<file path="src/rtl/rgb_layer_mux.sv">
// rgb_layer_mux
//   Two-stage pixel-colour selector sitting between the layer generators and
//   the VGA DAC registers. Each pixel picks one of NUM_LAYERS RGB sources
//   from a visibility mask. The mask is first gated by per-layer blinking,
//   which is timed in frames. Blanking pixels are forced to black.
//
// Ports
//   clk          system clock, rising edge
//   rst          asynchronous active-high reset
//   pixel_en     pixel strobe; the pipeline advances only when high
//   frame_start  one-cycle pulse at the start of each frame
//   active_video pixel lies in the visible area
//   mode         0 = strict one-hot, 1 = priority (lowest index wins)
//   visible      per-layer visibility
//   blink_mask   per-layer blink participation
//   rgb_in       packed layer colours, layer i at [i*COLOR_W +: COLOR_W]
//   rgb_out      selected colour (registered)
//   rgb_valid    rgb_out holds a pixel that has completed the pipeline
//   conflict     more than one effective layer was visible (aligned with rgb_out)
//   blink_phase  current blink phase (registered)
module rgb_layer_mux #(
    parameter int unsigned          NUM_LAYERS = 4,
    parameter int unsigned          COLOR_W    = 24,
    parameter logic [COLOR_W-1:0]   BG_COLOR   = 24'hFFFFFF,
    parameter int unsigned          BLINK_DIV  = 30
) (
    input  logic                            clk,
    input  logic                            rst,
    input  logic                            pixel_en,
    input  logic                            frame_start,
    input  logic                            active_video,
    input  logic                            mode,
    input  logic [NUM_LAYERS-1:0]           visible,
    input  logic [NUM_LAYERS-1:0]           blink_mask,
    input  logic [NUM_LAYERS*COLOR_W-1:0]   rgb_in,
    output logic [COLOR_W-1:0]              rgb_out,
    output logic                            rgb_valid,
    output logic                            conflict,
    output logic                            blink_phase
);

    localparam int unsigned       CNT_W    = (BLINK_DIV > 1) ? $clog2(BLINK_DIV) : 1;
    localparam logic [CNT_W-1:0]  CNT_LAST = CNT_W'(BLINK_DIV - 1);

    logic [CNT_W-1:0]       r_blink_cnt;
    logic                   r_blink_phase;

    logic [NUM_LAYERS-1:0]  w_eff;
    logic                   w_any;
    logic                   w_multi;
    logic [COLOR_W-1:0]     w_win;
    logic [COLOR_W-1:0]     w_s1_color;

    logic [COLOR_W-1:0]     r_s1_color;
    logic                   r_s1_conflict;
    logic                   r_s1_active;
    logic                   r_s1_valid;

    logic [COLOR_W-1:0]     r_rgb_out;
    logic                   r_conflict;
    logic                   r_valid;

    // Frame-based blink timer; runs regardless of pixel_en.
    always_ff @(posedge clk or posedge rst) begin
        if (rst) begin
            r_blink_cnt   <= '0;
            r_blink_phase <= 1'b0;
        end else if (frame_start) begin
            if (r_blink_cnt == CNT_LAST) begin
                r_blink_cnt   <= '0;
                r_blink_phase <= ~r_blink_phase;
            end else begin
                r_blink_cnt <= r_blink_cnt + CNT_W'(1);
            end
        end
    end

    // The scan records the lowest-index winner and detects a second set
    // bit in the same pass, so priority select and conflict share one loop.
    // For exactly one set bit, the lowest-index winner is also the one-hot pick.
    always_comb begin
        w_eff   = visible & ~(blink_mask & {NUM_LAYERS{r_blink_phase}});
        w_any   = 1'b0;
        w_multi = 1'b0;
        w_win   = BG_COLOR;
        for (int unsigned i = 0; i < NUM_LAYERS; i++) begin
            if (w_eff[i]) begin
                if (!w_any) begin
                    w_win = rgb_in[i*COLOR_W +: COLOR_W];
                end
                w_multi = w_multi | w_any;
                w_any   = 1'b1;
            end
        end
        w_s1_color = (!mode && w_multi) ? BG_COLOR : w_win;
    end

    // Stage 1: selection result
    always_ff @(posedge clk or posedge rst) begin
        if (rst) begin
            r_s1_color    <= '0;
            r_s1_conflict <= 1'b0;
            r_s1_active   <= 1'b0;
            r_s1_valid    <= 1'b0;
        end else if (pixel_en) begin
            r_s1_color    <= w_s1_color;
            r_s1_conflict <= w_multi;
            r_s1_active   <= active_video;
            r_s1_valid    <= 1'b1;
        end
    end

    // Stage 2: blanking and output registers
    always_ff @(posedge clk or posedge rst) begin
        if (rst) begin
            r_rgb_out  <= '0;
            r_conflict <= 1'b0;
            r_valid    <= 1'b0;
        end else if (pixel_en) begin
            r_valid <= r_s1_valid;
            if (r_s1_active) begin
                r_rgb_out  <= r_s1_color;
                r_conflict <= r_s1_conflict;
            end else begin
                r_rgb_out  <= '0;
                r_conflict <= 1'b0;
            end
        end
    end

    assign rgb_out     = r_rgb_out;
    assign rgb_valid   = r_valid;
    assign conflict    = r_conflict;
    assign blink_phase = r_blink_phase;

endmodule

</file>
<file path="config.mk">
export PLATFORM = sky130hd
export DESIGN_NAME = rgb_layer_mux
export DESIGN_NICKNAME = d
export VERILOG_FILES = /design/src/rtl/rgb_layer_mux.sv
export SDC_FILE = /design/constraint.sdc
export NUM_CORES = 1
export LEC_CHECK = 0
export ABC_AREA = 1
export CORE_UTILIZATION = 45
export CTS_BUF_LIST = sky130_fd_sc_hd__clkbuf_4
export DETAILED_ROUTE_END_ITERATION = 10
export PLACE_DENSITY = 0.82
export SYNTH_ARGS = -nofsm -noshare
export SYNTH_HDL_FRONTEND = slang
export SYNTH_SLANG_ARGS = --single-unit
</file>
<file path="constraint.sdc">
create_clock -name clk -period 5.05 [get_ports clk]
set_input_delay 0.7575 -clock clk [delete_from_list [all_inputs] [get_ports clk]]
set_output_delay 0.7575 -clock clk [all_outputs]
set_load 0.05 [all_outputs]
</file>
=== Word-level counts from Yosys, hierarchy flattened ===
Index checks and enable logic that the tools add are counted.

* Bits in registers: 59
* Output and inout port bits: 27
* Logic and storage cells: 37

* $add $sub $neg: 1
* Eq/ne operators: 1
* Multiplexer cells: 17
* Bitwise logic cells: 6
* Reductions and logical operators: 3

{| class="wikitable"
|+ Operators with widths
! cell !! count
|-
| 24-bit two-way mux || 9
|-
| 4-bit bitwise AND || 2
|-
| 1-bit two-way mux || 7
|-
| 5-bit by 1-bit adder with 5-bit output, second input constant || 1
|-
| 5-bit equality test, second input constant || 1
|-
| 5-bit two-way mux || 1
|-
| 4-bit NOT || 1
|-
| 1-bit bitwise OR || 2
|-
| 2-bit AND reduction || 1
|-
| 1-bit logical AND || 1
|-
| 1-bit zero test || 1
|-
| 1-bit NOT || 1
|}

=== Logic depth before layout (Yosys ltp) ===
Gate-level depths: netlist (run 1).

* Depth after elaboration: 11
* Mapped depth: 12
* Gate-level depth less buffers: 10

=== Worst setup path before layout (run 1) ===
OpenSTA, ideal clock, no wires.

* Kind: input-to-reg
* Start: input blink_mask[0]
* End: register r_s1_color[14]
* Arrival time: 1,676 ps
* Required time: 4,924 ps
* Path slack: 3,248 ps
* Stages on the path: 9
* Path buffers: 2
* Cells stage by stage: nand2_1 -> nand2_1 -> buf_4 -> buf_2 -> or2_2 -> nand3_1 -> nand2_1 -> nand2_1 -> a21oi_1

* Cells in the longest elaborated chain, start to end: 11
* Elaborated cells on any way between the ends: 20
* Classes of those cells: 14 x mux; 5 x bitwise; 1 x reduce/logical

{| class="wikitable"
|+ RTL lines
! what !! line !! text
|-
| start: declaration || 34 || <nowiki>input logic [NUM_LAYERS-1:0] blink_mask,</nowiki>
|-
| 4-bit bitwise AND * || 82 || <nowiki>w_eff = visible & ~(blink_mask & {NUM_LAYERS{r_blink_phase}});</nowiki>
|-
| 4-bit NOT * || 82 ||
|-
| 4-bit bitwise AND * || 82 ||
|-
| 24-bit two-way mux / 1-bit two-way mux (equally long branches) || 87 || <nowiki>if (w_eff[i]) begin</nowiki>
|-
| 24-bit two-way mux / 1-bit two-way mux (equally long branches) || 88, 87 ||
|-
| 24-bit two-way mux / 1-bit bitwise OR (equally long branches) || 87, 91 ||
|-
| 24-bit two-way mux / 1-bit two-way mux (equally long branches) || 88, 87 ||
|-
| 24-bit two-way mux / 1-bit bitwise OR (equally long branches) || 87, 91 ||
|-
| 24-bit two-way mux / 1-bit two-way mux (equally long branches) || 88, 87 ||
|-
| 24-bit two-way mux / 1-bit logical AND (equally long branches) || 87, 95 ||
|-
| 24-bit two-way mux * || 95 || <nowiki>w_s1_color = (!mode && w_multi) ? BG_COLOR : w_win;</nowiki>
|-
| end signal: assignment || 106 || <nowiki>r_s1_color <= w_s1_color;</nowiki>
|-
| end: declaration || 54 || <nowiki>logic [COLOR_W-1:0] r_s1_color;</nowiki>
|}

Mark *: on every way between the ends. The rest lies on a longest branch, timed or not.
A chain may end at the register's enable or synchronous reset.

=== Worst setup path after layout (run 1) ===
* Start: input blink_mask[0]
* End: register r_s1_color[7]

The elaborated chain is that of the path after synthesis.

==> results.json, run 1 <==
{
  "dieArea_um2": 8310,
  "hp-start": "r_s1_valid",
  "slew_violations": 0,
  "insertion_delay_ns": 0.39,
  "rsz0062_at_grt": "false",
  "synth_area_um2": 3580,
  "drc": 0,
  "final_antenna_net_count": 0,
  "overflow": 0,
  "cp.required_ns": 5.30,
  "initial_core_util_pct": 46.5,
  "tightest_slew_ns": 0.838,
  "gp_congestion": 0.823,
  "hold_viol_final": 0,
  "tritoncts": "built",
  "ioPinCount": 137,
  "num_vias": 3527,
  "cp-start-kind": "input pin",
  "slew_headroom_pct": 44.1,
  "synth_fp_nets": 604,
  "fin_crit_ns": 3.03,
  "fin_nets": 719,
  "grt_busiest_layer": "met2",
  "fmax_mhz": 330,
  "ctsResizeCount": 0,
  "clock_path_buffers": 2,
  "grt_usage_pct": 23.0,
  "num-fill-cells": 718,
  "dp.cells": 698,
  "wl_per_cell_um": 12.9,
  "gr-usage-met1_pct": 30.9,
  "worst_ep_arrival_time_ns": 3.28,
  "dp_hpwl_mm": 6.87,
  "final_cells": 713,
  "yosysSeqAreaShare_pct": 41.3,
  "grt_pass1_wl_mm": 15.2,
  "via_per_inst": 4.95,
  "final.setup_skew_ns": 0.00471,
  "diodes": 0,
  "cts_buffers": 9,
  "htree_levels": 3,
  "post_cts_buffers": 0,
  "drive_above_1_share_pct": 13.6,
  "avgSynthCellArea_um2": 7.27,
  "path_max_fanout": 74,
  "p_leak_uw": 0.00239,
  "clock-sinks": 59,
  "hold_buffers": 0,
  "cp-startpoint": "blink_mask[0]",
  "port-buffer-count": 136,
  "first_pass_iters": 4,
  "syn_to_final_growth_pct": 40.2,
  "fin_total_pwr_uw": 1670,
  "drt_first_iter_violations": 232,
  "max-cap-violations": 0,
  "tns_ns": 0,
  "grtUsageMet3_pct": 4.44,
  "fp.dieH_um": 91.1,
  "synth_warnings": 0,
  "rr_startpoint": "blink_phase",
  "wl_mm": 9.20,
  "critical_path_class": "in -> reg",
  "crit_path_end_kind": "flip-flop",
  "fp-row-count": 32,
  "first_global_vias": 3303,
  "synth_cell_types": 23,
  "fp.dieW_um": 91.1,
  "setup-violations-final": 0,
  "gr-usage-met2_pct": 36.3,
  "p_per_area_nw_per_um2": 333,
  "path_clk_slew_ns": 0.09,
  "outcome": "finished, final reports clean",
  "grt_max_degree": 75,
  "synth-seq-cells": 59,
  "final_util_pct": 65.2,
  "peakVddDrop_mv": 0.122,
  "hold_ws_ns": 0.459,
  "finalCritPeriodShare_pct": 59.9,
  "core-area_um2": 7690,
  "syn_inst": 492,
  "antenna_found_initial": 0,
  "hold_class": "reg -> reg",
  "cts_root_buf": "clkbuf_4"
}
==> worst max-delay path, cell delays in order <==
cell and delay [ns]:
clkdlybuf4s50_1 0.46, nand2_1 0.07, nand2_2 0.07, buf_4 0.49, nand2_2 0.11, inv_2 0.09
nand2_2 0.41, nand3_1 0.25, nand2_1 0.08, inv_2 0.34, a21oi_1 0.13
==> power breakdown <==
group          internal, uW  switching, uW  leakage, uW
logic                   294            444      0.00164
registers               585           85.8     0.000681
clock network           106            156    0.0000639
==> metrics by stage <==
stage               setup WS [ns]  instance area [um2]
finish                       2.02                 5010
global route                 1.81                 5010
CTS                          2.05                 5010
detailed placement           1.64                 4910
global placement             1.77                 4910
floorplan                    2.84                 3580
==> registers in the layout (all words and copies together) (netlist names) <==
name,flops
rgb_out,24
r_blink_cnt,5
r_s1_valid,1
r_s1_active,1
blink_phase,1
r_s1_color,24
rgb_valid,1
r_s1_conflict,1
conflict,1
==> placed cells by master (no fill, tap or decap) <==
cell type	n
nand2_1	140
clkdlybuf4s50_1	135
dfrtp_1	59
nand3_1	52
or2_2	48
nor2_1	30
inv_1	28
nand4_1	25
nand3b_1	24
a21oi_1	24
clkbuf_4	11
inv_2	9
nand2_2	4
o21ai_0	4
a21oi_2	3
clkinv_2	3
buf_4	3
xor2_1	2
ha_1	2
nand2_4	1
o22ai_1	1
nor3_1	1
clkinv_1	1
buf_2	1
==> final timing paths <==
| path | to | slack [ns] | depth (start not counted) |
|---|---|---|---|
| worst min register to register | r_s1_valid | 0.46 | 2 |
| min in group asynchronous | rgb_out[1] | 0.87 | 3 |
| worst max register to register | r_s1_color[7] | 2.28 | 10 |
| worst min-delay path | r_s1_valid | 0.46 | 2 |
| max in group asynchronous | blink_phase | 3.71 | 3 |
| worst max-delay path | r_s1_color[7] | 2.02 | 11 |
==> layout make-up <==
type / count / area (um2) / share of cell area, %
sequential: 59 / 1480 / 29.4
inverter: 37 / 139 / 2.77
timing repair buffer: 139 / 1380 / 27.5
tap: 102 / 128 / 2.54
clock buffer: 11 / 82.6 / 1.65
clock inverter: 4 / 18.8 / 0.374
multi-input combinational: 361 / 1790 / 35.7
==> metal layers <==
metal,vias to the layer above,share of wire (%)
met5,-,0
met4,0,2.4
met3,21,5.3
met2,119,47
met1,1575,45
li1,1812,-
==> synth_stat cells <==
cell,count,share of area (%)
nor3_1,1,0.14
a21oi_2,3,0.73
buf_4,2,0.42
nand2_1,141,15
inv_2,8,0.84
nand3b_1,24,5.0
buf_6,2,0.63
nand3_1,52,7.3
o22ai_1,1,0.18
inv_1,29,3.0
nand2_2,3,0.52
nand4_1,25,4.4
clkbuf_2,2,0.28
nor2_1,30,3.1
or2_2,48,8.4
a21oi_1,24,3.4
ha_1,2,0.70
o21ai_0,4,0.56
nand2_4,1,0.31
clkbuf_1,17,1.8
dfrtp_1,59,41
buf_2,12,1.7
xor2_1,2,0.49
==> kinds of logic after synthesis <==
group	share of synthesized area (%)
compound gates	4.83
xor+xnor	0.490
fa+ha+maj	0.700
buf+inv	8.68
flops	41.3
simple gates	44.0
No activity file was read; power rests on OpenSTA's default activity.
==> run 2: changes to the inputs <==
==> constraint.sdc (replaced) <==
create_clock -name clk -period 2.8 [get_ports clk]
set_input_delay 0.42 -clock clk [delete_from_list [all_inputs] [get_ports clk]]
set_output_delay 0.42 -clock clk [all_outputs]
set_load 0.05 [all_outputs]
==> run 2 against run 1 <==
Count of clock-buffer cells in the layout down 2. Final area increased by 2.6%. Utilization increased by 1.7 points. First-iteration DRC count shrank 13%. Global-route usage is 0.34 points higher. Hold slack lost 0.11 ns. Via count increased by 0.62%. Sequential share of layout area down 0.74 points. Clock skew is 0.0087 ns higher. Combinational power is 83% higher. Flip-flop and latch count unchanged.
==> results.json, run 2 (same netlist as run 1, synthesis figures left out) <==
{
  "cp.required_ns": 2.38,
  "ctsResizeCount": 0,
  "fin_nets": 722,
  "ioPinCount": 137,
  "tritoncts": "built",
  "num-fill-cells": 659,
  "peakVddDrop_mv": 0.333,
  "wl_mm": 9.38,
  "antenna_found_initial": 0,
  "p_seq_share_pct": 36.2,
  "r2r-end": "r_s1_color[1]",
  "cp-start-kind": "flip-flop",
  "multi_input_comb_area_um2": 1790,
  "max-cap-violations": 0,
  "grt_pass1_wl_mm": 15.3,
  "place_area_um2": 4960,
  "path_max_fanout": 6,
  "via_per_inst": 4.95,
  "slew_violations": 0,
  "grt_max_degree": 73,
  "finalCritPeriodShare_pct": 79.7,
  "rsz0062_at_grt": "false",
  "final_common_cell": "nand2_1",
  "grt_usage_pct": 23.3,
  "cts_root_buf": "clkbuf_4",
  "dp_hpwl_mm": 7.09,
  "critical_path_class": "reg -> out",
  "overflow": 0,
  "reg2reg_slack_ns": 0.76,
  "initial_core_util_pct": 46.5,
  "port-buffer-count": 136,
  "post_cts_buffers": 0,
  "fp.dieW_um": 91.1,
  "path_clk_slew_ns": 0.11,
  "final.setup_skew_ns": 0.0134,
  "wl_per_cell_um": 13.1,
  "rr_worst_depth": 9,
  "fmax_mhz": 448,
  "syn_to_final_growth_pct": 43.9,
  "most-common-layout-cells": "nand2_1 (140), clkdlybuf4s50_1 (135), dfrtp_1 (59)",
  "htree_levels": 3,
  "hold_buffers": 0,
  "fp-row-count": 32,
  "clock_path_buffers": 2,
  "dp_slack_ns": 0.452,
  "rr_startpoint": "blink_phase",
  "worst_slack_ns": 0.569,
  "setup-violations-final": 0,
  "core-area_um2": 7690,
  "cts_buffers": 9,
  "first_global_vias": 3271,
  "pwr-share-clk_pct": 23.2,
  "slowest_stage": "clkdlybuf4s50_1",
  "num_vias": 3549,
  "fin_crit_ns": 2.23,
  "first_pass_iters": 5,
  "postLayoutCellArea_um2": 5140,
  "worst_ep_arrival_time_ns": 1.81,
  "clock-sinks": 59,
  "power.switching_uw": 1280,
  "final_antenna_net_count": 0,
  "switching_share_pct": 38.5,
  "p_leak_uw": 0.00244,
  "tightest_slew_ns": 0.838,
  "cp_num_buf_inv": 1,
  "hold_ws_ns": 0.346,
  "p_per_area_nw_per_um2": 647,
  "path_delay_family": "buffers and inverters",
  "insertion_delay_ns": 0.41,
  "dieArea_um2": 8310,
  "drc": 0,
  "slew_headroom_pct": 44.1,
  "tns_ns": 0,
  "drive_above_1_share_pct": 14.3,
  "hold_viol_final": 0,
  "crit_path_end_kind": "output port",
  "diodes": 0,
  "regArea_um2": 1480,
  "cp_cell_sequence": "clkdlybuf4s50_1",
  "combPwrFrac_pct": 40.6,
  "gp_congestion": 0.916,
  "drt_first_iter_violations": 202,
  "critPathMaxStageDelay_ns": 0.87,
  "hold_class": "in -> async",
  "final_util_pct": 66.9,
  "fp.dieH_um": 91.1,
  "p_int_uw": 2050,
  "outcome": "finished, final reports clean"
}
[run 2: cell types whose count changed in the layout (fill, tap and decap cells not counted)]
cell	delta
buf_4	+1
clkinv_4	+1
bufinv_16	+3
buf_12	+2
clkbuf_4	-2
clkinv_1	-1
clkinv_2	-1
clkinvlp_4	+1
[run 2: worst max path at each step]
stage	from	end	slack, ns	depth (start not counted)
after floorplan	rst	blink_phase	0.92	1
after global placement	blink_mask[1]	r_s1_color[1]	0.54	10
after detailed placement	blink_mask[1]	r_s1_color[15]	0.45	10
after CTS	blink_phase	blink_phase	0.54	1
after global routing	blink_phase	blink_phase	0.49	1
final	blink_phase	blink_phase	0.57	1
[run 2: layout make-up]
cell class | instances | share of cell area (%)
clock buffer | 9 | 1.31
clock inverter | 7 | 2.26
inverter | 37 | 2.70
multi-input combinational | 361 | 34.8
sequential | 59 | 28.7
tap | 102 | 2.48
timing repair buffer | 142 | 27.7
[run 2: per-stage QoR]
step                cells  power, uW
finish                717       3330
global route          717       3530
CTS                   717       3340
detailed placement    701       2570
global placement      701       2520
floorplan             492       2100
[run 2: routing by layer]
layer	vias to the layer above	track usage, %	routed length, um
li1	1822	-	-
met5	-	0	0
met3	21	4.86	498
met4	0	10.3	250
met2	139	36.2	4430
met1	1567	31.4	4200
[run 2: power by group through the flow]
| stage | Sequential [uW] | Combinational (uW) | Clock, uW |
|---|---|---|---|
| 4_1_cts | 1200 | 1360 | 787 |
| 5_1_grt | 1230 | 1480 | 826 |
| 2_1_floorplan | 1430 | 669 | 0 |
| 3_5_place_dp | 1220 | 1350 | 0 |
| 6_report | 1210 | 1350 | 773 |
| 3_3_place_gp | 1210 | 1310 | 0 |
==> run 3: changes to the inputs <==
==> constraint.sdc (replaced) <==
create_clock -name clk -period 2.3 [get_ports clk]
set_input_delay 0.345 -clock clk [delete_from_list [all_inputs] [get_ports clk]]
set_output_delay 0.345 -clock clk [all_outputs]
set_load 0.05 [all_outputs]
==> run 3 against run 2 <==
First-iteration DRC count is 16% lower. Clock power is 20% higher. Clock skew is 0.0027 ns higher. Critical path type unchanged. Largest power group unchanged. Highest routed layer unchanged.
==> results.json, run 3 (same netlist as run 1, synthesis figures left out) <==
{
  "critical_path_class": "reg -> out",
  "overflow": 0,
  "path_clk_slew_ns": 0.11,
  "hold_viol_final": 0,
  "crit_path_end_kind": "output port",
  "highest_layer": "met4",
  "via_per_inst": 5.01,
  "slew_violations": 0,
  "cp-start-kind": "flip-flop",
  "ioPinCount": 137,
  "route.met3.wl_um": 382,
  "fp.dieW_um": 91.1,
  "rr_startpoint": "blink_phase",
  "outcome": "finished, final reports clean",
  "drt_first_iter_violations": 170,
  "hold_class": "in -> async",
  "diodes": 0,
  "setup-violations-final": 0,
  "tns_ns": 0,
  "ctsResizeCount": 0,
  "post_cts_buffers": 0,
  "dp_hpwl_mm": 7.00,
  "wl_met2_mm": 4.48,
  "drive_above_1_share_pct": 14.6,
  "cp_cell_sequence": "clkdlybuf4s50_1",
  "grt_pass1_wl_mm": 15.4,
  "cp.required_ns": 1.96,
  "num_vias": 3609,
  "path_delay_family": "buffers and inverters",
  "final_util_pct": 67.3,
  "p_per_area_nw_per_um2": 786,
  "cp_num_buf_inv": 1,
  "slowest_stage": "clkdlybuf4s50_1",
  "wl_met1_mm": 4.29,
  "cp-startpoint": "blink_phase",
  "hold_buffers": 0,
  "final_common_cell": "nand2_1",
  "peakVddDrop_mv": 0.290,
  "wl_mm": 9.38,
  "reg2reg_slack_ns": 0.49,
  "final.setup_skew_ns": 0.0161,
  "first_global_vias": 3339,
  "finalCritPeriodShare_pct": 93.5,
  "fmax_mhz": 465,
  "initial_core_util_pct": 46.5,
  "syn_to_final_growth_pct": 44.7,
  "fp-row-count": 32,
  "core-area_um2": 7690,
  "final_antenna_net_count": 0,
  "htree_levels": 3,
  "cts_buffers": 9,
  "tightest_slew_ns": 0.820,
  "drc": 0,
  "critPathMaxStageDelay_ns": 0.87,
  "p_leak_uw": 0.00246,
  "insertion_delay_ns": 0.40,
  "gp_congestion": 0.923,
  "path_max_fanout": 6,
  "wl_per_cell_um": 13.0,
  "max-cap-violations": 0,
  "fp.dieH_um": 91.1,
  "dp_slack_ns": 0.268,
  "clock_path_buffers": 2,
  "fin_crit_ns": 2.15,
  "dieArea_um2": 8310,
  "grt_usage_pct": 23.3,
  "grt_max_degree": 73,
  "worst_slack_ns": 0.150,
  "rsz0062_at_grt": "false",
  "port-buffer-count": 136,
  "cts_root_buf": "clkbuf_4",
  "fin_nets": 725,
  "slew_headroom_pct": 45.3,
  "most-common-layout-cells": "nand2_1 (140), clkdlybuf4s50_1 (135), dfrtp_1 (59)",
  "worst_ep_arrival_time_ns": 1.81,
  "antenna_found_initial": 0,
  "first_pass_iters": 5,
  "clock-sinks": 59,
  "tritoncts": "built"
}
run 3: cell types whose count changed in the layout (fill, tap and decap cells not counted), sizes merged:
cell      before  now
buf            7   10
clkbuf         9   10
clkinvlp       1    0
run 3: area by class of cell:
class	instances	area [um2]
Clock buffer	10	75.1
Clock inverter	6	104
Fill cell	671	2510
Inverter	37	139
Multi-Input combinational cell	361	1790
Sequential cell	59	1480
Tap cell	102	128
Timing Repair Buffer	145	1460
run 3: power breakdown:
part | leakage (uW) | total (uW) | switching, uW | internal, uW
logic | 0.00168 | 1660 | 980 | 681
clock network | 0.0000978 | 927 | 371 | 556
registers | 0.000681 | 1480 | 194 | 1280
total | 0.00246 | 4070 | 1550 | 2520
run 3: stage by stage:
step | power (uW) | instances | hold slack (ns) | instance area [um2]
final | 4070 | 720 | 0.271 | 5170
after global routing | 4310 | 720 | 0.287 | 5170
after CTS | 4070 | 720 | 0.274 | 5170
after detailed placement | 3150 | 704 | 0.437 | 5000
after global placement | 3100 | 704 | 0.431 | 5000
after floorplan | 2560 | 492 | 0.419 | 3580
run 3: metal layers:
layer  up-vias  global-route usage [%]
li1       1826                       -
met1      1641                    31.6
met2       124                    37.6
met3        18                    3.18
met4         0                    9.39
met5         -                       0
run 3: final timing paths:
path                                  end  depth (start not counted)
setup / recovery              blink_phase                          1
hold / removal              r_s1_color[0]                          2
setup reg to reg           r_s1_color[21]                          9
hold reg to reg                r_s1_valid                          2
max in group asynchronous     rgb_out[17]                          3
min in group clk               rgb_out[8]                          3
